**src/rtl/bcd_to_bin_seq_pkg.sv**
```systemverilog
// Shared constants for the BCD <-> binary converters: FSM encodings, digit limits
// and the double-dabble correction constants for both directions.
package bcd_to_bin_seq_pkg;

    localparam logic [1:0] S_IDLE = 2'd0;
    localparam logic [1:0] S_CONV = 2'd1;
    localparam logic [1:0] S_DONE = 2'd2;

    localparam logic [3:0] BCD_MAX  = 4'd9;
    localparam logic [3:0] CORR_TH  = 4'd8;
    localparam logic [3:0] CORR_SUB = 4'd3;

    // Forward (binary-to-BCD) converter uses add-3 at >= 5.
    localparam logic [3:0] ENC_TH  = 4'd5;
    localparam logic [3:0] ENC_ADD = 4'd3;

    function automatic logic digit_illegal(input logic [3:0] d);
        return d > BCD_MAX;
    endfunction

endpackage

```
**src/rtl/bcd_digit_corr.sv**
```systemverilog
// One BCD digit correction step of reverse double-dabble: subtract 3 when the
// post-shift digit is 8 or more.
module bcd_digit_corr
    import bcd_to_bin_seq_pkg::*;
(
    input  logic [3:0] din,
    output logic [3:0] dout
);

    assign dout = (din >= CORR_TH) ? din - CORR_SUB : din;

endmodule

```
**src/rtl/bcd_to_bin_seq.sv**
```systemverilog
// Sequential BCD-to-binary converter (reverse double-dabble), one bit per cycle,
// with valid/ready handshakes on both sides and registered outputs.
module bcd_to_bin_seq
    import bcd_to_bin_seq_pkg::*;
#(
    parameter int unsigned DIGITS = 3,
    parameter int unsigned BIN_W  = 10
) (
    input  logic                  clk,
    input  logic                  rst_n,
    input  logic                  in_valid,
    output logic                  in_ready,
    input  logic [4*DIGITS-1:0]   bcd_in,
    output logic                  out_valid,
    input  logic                  out_ready,
    output logic [BIN_W-1:0]      bin_out,
    output logic                  err
);

    localparam int unsigned SW    = 4 * DIGITS + BIN_W;
    localparam int unsigned CNT_W = $clog2(BIN_W + 1);

    logic [1:0]       state_q;
    logic [SW-1:0]    shreg_q;
    logic [SW-1:0]    shifted;
    logic [SW-1:0]    corrected;
    logic [CNT_W-1:0] cnt_q;
    logic             err_q;
    logic             out_valid_q;
    logic [BIN_W-1:0] bin_q;
    logic             in_err;

    assign shifted                = shreg_q >> 1;
    assign corrected[BIN_W-1:0]   = shifted[BIN_W-1:0];

    for (genvar i = 0; i < DIGITS; i++) begin : g_corr
        bcd_digit_corr u_corr (
            .din  (shifted[BIN_W+4*i +: 4]),
            .dout (corrected[BIN_W+4*i +: 4])
        );
    end

    always_comb begin
        in_err = 1'b0;
        for (int i = 0; i < DIGITS; i++) begin
            if (digit_illegal(bcd_in[4*i +: 4])) begin
                in_err = 1'b1;
            end
        end
    end

    always_ff @(posedge clk or negedge rst_n) begin
        if (!rst_n) begin
            state_q     <= S_IDLE;
            shreg_q     <= '0;
            cnt_q       <= '0;
            err_q       <= 1'b0;
            out_valid_q <= 1'b0;
            bin_q       <= '0;
        end else begin
            case (state_q)
                S_IDLE: begin
                    if (in_valid) begin
                        shreg_q <= {bcd_in, {BIN_W{1'b0}}};
                        cnt_q   <= '0;
                        err_q   <= in_err;
                        state_q <= S_CONV;
                    end
                end
                S_CONV: begin
                    shreg_q <= corrected;
                    cnt_q   <= cnt_q + 1'b1;
                    if (cnt_q == CNT_W'(BIN_W - 1)) begin
                        state_q     <= S_DONE;
                        out_valid_q <= 1'b1;
                        // Illegal digits still run the full conversion but report zero.
                        bin_q       <= err_q ? '0 : corrected[BIN_W-1:0];
                    end
                end
                S_DONE: begin
                    if (out_ready) begin
                        out_valid_q <= 1'b0;
                        state_q     <= S_IDLE;
                    end
                end
                default: state_q <= S_IDLE;
            endcase
        end
    end

    assign in_ready  = (state_q == S_IDLE);
    assign out_valid = out_valid_q;
    assign bin_out   = bin_q;
    assign err       = err_q;

endmodule
```
**config.mk**
```make
export PLATFORM = sky130hd
export DESIGN_NAME = bcd_to_bin_seq
export DESIGN_NICKNAME = d
export VERILOG_FILES = /design/src/rtl/bcd_to_bin_seq_pkg.sv /design/src/rtl/bcd_digit_corr.sv /design/src/rtl/bcd_to_bin_seq.sv
export SDC_FILE = /design/constraint.sdc
export NUM_CORES = 1
export LEC_CHECK = 0
export BUFFER_PORTS_ARGS = -buffer_cell sky130_fd_sc_hd__buf_2
export CORE_UTILIZATION = 45
export CTS_CLUSTER_SIZE = 8
export DETAILED_ROUTE_END_ITERATION = 16
export PLACE_DENSITY = 0.65
export SYNTH_ARGS = -nofsm -noshare
export SYNTH_HDL_FRONTEND = slang
export SYNTH_HIERARCHICAL = 1
export SYNTH_SLANG_ARGS = --single-unit
```
**constraint.sdc**
```tcl
create_clock -name clk -period 2.2 [get_ports clk]
set_input_delay 0.22 -clock clk [delete_from_list [all_inputs] [get_ports clk]]
set_output_delay 0.22 -clock clk [all_outputs]
set_load 0.005 [all_outputs]
```
Word level (Yosys, flattened, before mapping)
Cells that the tools add are included.
{ "op_classes": {"mux": 18, "eq_ne": 6, "n_reduce_logical": 8, "addsub": 4, "n_lt_le_gt_ge": 6} }
{ "ops": {"columns": ["operator", "count"], "rows": [
  ["one-hot mux 22 bit (2 select lines)", 1],
  ["2-to-1 mux 22 bit", 1],
  ["2-to-1 mux 4 bit", 4],
  ["> comparator 4 bit (second input constant)", 3],
  ["2-to-1 mux 10 bit", 1],
  [">= comparator 4 bit (second input constant)", 2],
  ["one-hot mux 4 bit (2 select lines)", 1],
  ["subtractor 4 x 2 -> 4 bit (second input constant)", 2],
  ["2-to-1 mux 2 bit", 3],
  ["inequality test 2 bit (second input constant)", 3],
  ["one-hot mux 2 bit (3 select lines)", 1],
  ["AND reduction 2 bit", 3],
  ["AND reduction 3 bit", 2],
  ["2-to-1 mux 1 bit", 5],
  ["adder 4 x 1 -> 4 bit (second input constant)", 1],
  ["equality test 4 bit (second input constant)", 1],
  [">= comparator 3 x 4 -> 1 bit (second input constant)", 1],
  ["nonzero test 2 bit", 2],
  ["subtractor 3 x 2 -> 4 bit (second input constant)", 1],
  ["equality test 2 x 1 -> 1 bit (second input constant)", 1],
  ["equality test 2 bit (second input constant)", 1],
  ["logical NOT 2 bit", 1],
  ["one-hot mux 1 bit (2 select lines)", 1]
]} }
{ "word_totals": {"out_inout_bits": 13, "ff_bits": 40, "in_bits": 16} }

Longest topological paths before layout
{ "logic_depth": {"word_depth": 4, "mapped_depth": 6, "depth_no_buf": 6} }

Hierarchy
Netlist, hierarchy kept.
{ "by_module_without_submodules": {"columns": ["mod", "area_each_um2", "instances", "cells_per_inst"], "rows": [
  ["bcd_to_bin_seq", 1799.2, 1, 161],
  ["bcd_digit_corr", 76.3, 3, 11]
]} }

Least setup slack after synthesis
OpenSTA, ideal clock, no wires.
{ "synth_path": {"kind": "reg2reg", "startpoint": "reg cnt_q[1]", "endpoint": "reg bin_q[0] (netlist: bin_out[0])", "n_path_buf": 1, "period_less_slack_ns": 1.374, "stages_incl_launch_ff": 6, "required_ns": 2.075, "path_slack_ns": 0.826, "t_arrival_ns": 1.249, "setup_ns": 0.125, "path_cell_list": "dfrtp_1 -> inv_1 -> ha_1 -> and4_4 -> buf_6 -> mux2_2"} }
{ "synth_between": {"elab_chain_len": 2} }
{ "synth_lines": {"columns": ["item", "line_no", "source"], "rows": [
  ["from (decl)", "bcd_to_bin_seq.sv:27", "logic [CNT_W-1:0] cnt_q;"],
  ["from (signal assigned)", "bcd_to_bin_seq.sv:72", "cnt_q <= cnt_q + 1'b1;"],
  ["equality test 4 bit", "bcd_to_bin_seq.sv:73", "if (cnt_q == CNT_W'(BIN_W - 1)) begin"],
  ["AND reduction 2 bit (no line)", null, null],
  ["to (signal assigned)", "bcd_to_bin_seq.sv:77", "bin_q <= err_q ? '0 : corrected[BIN_W-1:0];"],
  ["to (decl)", "bcd_to_bin_seq.sv:30", "logic [BIN_W-1:0] bin_q;"]
]} }
No other way between the ends.
A chain may end at the register's enable or synchronous reset.

Worst setup path after layout
{ "layout_path": {"startpoint": "reg state_q[0]", "endpoint": "reg cnt_q[3]"} }
{ "layout_between": {"elab_chain_len": 3, "elab_cells_between_ends": 6} }
{ "layout_lines": {"columns": ["item", "line_no", "source"], "rows": [
  ["from (decl)", "bcd_to_bin_seq.sv:23", "logic [1:0] state_q;"],
  ["from (signal assigned)", "bcd_to_bin_seq.sv:54", "state_q <= S_IDLE;"],
  ["from (signal assigned)", "bcd_to_bin_seq.sv:67", "state_q <= S_CONV;"],
  ["from (signal assigned)", "bcd_to_bin_seq.sv:74", "state_q <= S_DONE;"],
  ["equality test 2 x 1 -> 1 bit or logical NOT 2 bit (tied branches)", "bcd_to_bin_seq.sv:61", "case (state_q)"],
  ["nonzero test 2 bit (no line) or inequality test 2 bit (tied branches)", null, null],
  ["AND reduction 2 bit (no line)", null, null]
]} }
Parallel ways exist; a longest one is shown, timed or not.

==> flow_summary.json <==
{
  "routedWlPerCell_um": 14.1,
  "post-route-period-util_pct": 74.4,
  "power.density_nw_per_um2": 1380,
  "p_leak_nw": 1.13,
  "antenna_found_initial": 0,
  "syn-mean-instance-area_um2": 10.5,
  "crit_type": "flop to flop",
  "drtIter0Drc": 39,
  "die-area_um2": 4780,
  "root_buffer": "clkbuf_8",
  "hold_class": "input port to flop",
  "grt_pass1_vias": 1514,
  "path_clk_slew_ns": 0.08,
  "cts_sinks": 39,
  "drcViolationCount": 0,
  "ys_warn_count": 6,
  "rsz0062_at_grt": "false",
  "drt_wl_total_um": 3960,
  "synth_area_um2": 2030,
  "area_growth_pct": 15.4,
  "avgViaCountPerCell": 5.30,
  "fillCellCount": 413,
  "ff_latch_area_um2": 976,
  "final_core_util_pct": 53.7,
  "setup_viol": 0,
  "gp_congestion": 0.762,
  "ys_types": 33,
  "maxCapViolations": 0,
  "io_pins": 29,
  "dieWidth_um": 69.1,
  "ant_nets": 0,
  "clock_latency_ns": 0.29,
  "yosysSeqAreaShare_pct": 48.1,
  "syn_inst": 194,
  "grt_first_pass_wirelength_um": 7070,
  "startpoint_type": "flop",
  "post-route-min-period_ns": 1.64,
  "cp_max_fo": 14,
  "first_pass_iters": 4,
  "cts_setup_buffers": 0,
  "ir_drop_v": 0.000644,
  "slew_violations": 0,
  "cts_max_level": 2,
  "finalNetCount": 251,
  "dp_hpwl_um": 2730,
  "maxSlewHeadroom_pct": 37.7,
  "gr-total-overflow": 0,
  "core-area_um2": 4350,
  "grt_usage_pct": 18.5,
  "hold_viol_final": 0,
  "cts_inserted_buffers": 5,
  "synth_seq_cells": 39,
  "worstSetupEndpointType": "flop",
  "dr_total_vias": 1485,
  "hold_ws_ns": 0.220,
  "arrival_ns": 1.82,
  "tightest_slew_ns": 0.932,
  "multi_input_area_um2": 968,
  "drive_gt1_share_pct": 23.7,
  "n_antenna_cell": 0,
  "fmax_mhz": 611,
  "status": "complete, no violations",
  "initial_core_util_pct": 46.6,
  "required_ns": 2.38,
  "num_rows": 24,
  "grt_max_degree": 25,
  "clock_skew_ns": 0.00980,
  "ys_top_cells_by_area": "dfrtp_1, nor2b_1, mux2_2",
  "portBuffers": 28,
  "die_h_um": 69.1,
  "netlist.area_leader.share_pct": 48.1,
  "yosysTopAreaCell": "dfrtp_1",
  "cts_tree": "done",
  "tns_ns": 0,
  "clockBufferDepth": 2
}
==> path summary, 6_finish.rpt <==
kind                                  from     endpoint  slack [ns]  cells after the start
worst max-delay path            state_q[0]     cnt_q[3]        0.56                      3
worst min-delay path             bcd_in[3]  shreg_q[13]        0.22                      3
worst max register to register  state_q[0]     cnt_q[3]        0.56                      3
worst min register to register   out_valid    out_valid        0.48                      1
max in group asynchronous            rst_n  shreg_q[12]        1.20                      3
min in group asynchronous            rst_n   shreg_q[3]        0.35                      2
==> cells by family (layout without fill, tap and decap cells) <==
group | count (synthesis) | in the layout | synth area share (%)
compound gates | 65 | 65 | 20.2
simple gates | 44 | 44 | 13.5
flops | 39 | 39 | 48.1
buf+inv | 21 | 51 | 4.87
mux | 10 | 10 | 5.55
fa+ha+maj | 8 | 8 | 4.94
xor+xnor | 6 | 6 | 2.59
other cells | 1 | 5 | 0.185
==> metal layers <==
layer	track usage, %	vias to the layer above	part of all wire [%]
li1	-	735	-
met1	25.9	712	46
met2	29.0	36	50
met3	3.80	2	4.1
met4	5.44	0	0.33
met5	0	-	0
==> Yosys cell counts <==
library cell,n
dfrtp_1,39
nor2_1,1
nand2b_1,4
buf_2,1
o21ai_0,20
o21ai_1,1
nor2b_4,1
and4_4,1
nand3b_1,1
a31o_2,1
o21bai_1,1
conb_1,1
clkbuf_1,6
a21oi_1,16
a22o_1,10
nand3_1,2
a41oi_1,1
nor2b_2,1
a22oi_1,12
buf_4,3
o311ai_0,1
a21o_1,1
buf_6,1
xor2_1,3
ha_1,8
a31oi_1,1
inv_1,10
mux2_2,10
and3_1,1
nor2b_1,25
nand2_1,6
xnor2_1,3
or3b_1,1
==> sequential cells by signal (all words and copies together) (netlist names) <==
| register | flops |
|---|---|
| shreg_q | 21 |
| err | 1 |
| bin_out | 10 |
| out_valid | 1 |
| state_q | 2 |
| cnt_q | 4 |
==> power breakdown <==
part,switching [W],internal [W],leakage [nW]
registers,0.000352,0.00104,0.496
clock network,0.000254,0.000338,0.0581
logic,0.000579,0.000663,0.573
==> cell type report <==
type | count | area share [%]
Sequential cell | 39 | 41.7
Multi-Input combinational cell | 138 | 41.4
Timing Repair Buffer | 33 | 7.70
Clock buffer | 5 | 2.94
Tap cell | 52 | 2.78
Clock inverter | 3 | 1.87
Inverter | 10 | 1.60
==> per-stage QoR <==
| step | cells | area (um^2) | total power, W | worst slack, ns |
|---|---|---|---|---|
| global placement | 271 | 2220 | 0.00263 | 0.577 |
| CTS | 280 | 2340 | 0.00326 | 0.569 |
| global route | 280 | 2340 | 0.00352 | 0.370 |
| detailed placement | 271 | 2220 | 0.00267 | 0.554 |
| floorplan | 198 | 2040 | 0.00229 | 0.826 |
| finish | 280 | 2340 | 0.00323 | 0.564 |
==> repair_timing <==
action | in CTS | in global routing
setup endpoints to repair | 0 | 0
hold buffers | 1 | 0
hold endpoints to repair | 15 | 0
gates resized for setup | 0 | 0
==> placed cells by master (no fill, tap or decap), types with 8 or more instances in the layout <==
| cell type | Yosys | routed |
|---|---|---|
| a21oi_1 | 16 | 16 |
| mux2_2 | 10 | 10 |
| dfrtp_1 | 39 | 39 |
| inv_1 | 10 | 10 |
| ha_1 | 8 | 8 |
| nor2b_1 | 25 | 25 |
| buf_2 | 1 | 28 |
| o21ai_0 | 20 | 20 |
| a22o_1 | 10 | 10 |
| a22oi_1 | 12 | 12 |
==> worst max-delay path, stage by stage, from the launching register on <==
cell and delay, ns:
dfrtp_1 0.50, o21bai_1 0.79, nand2_1 0.12, o311ai_0 0.11
Note: power is estimated with default switching activity, not from simulation.
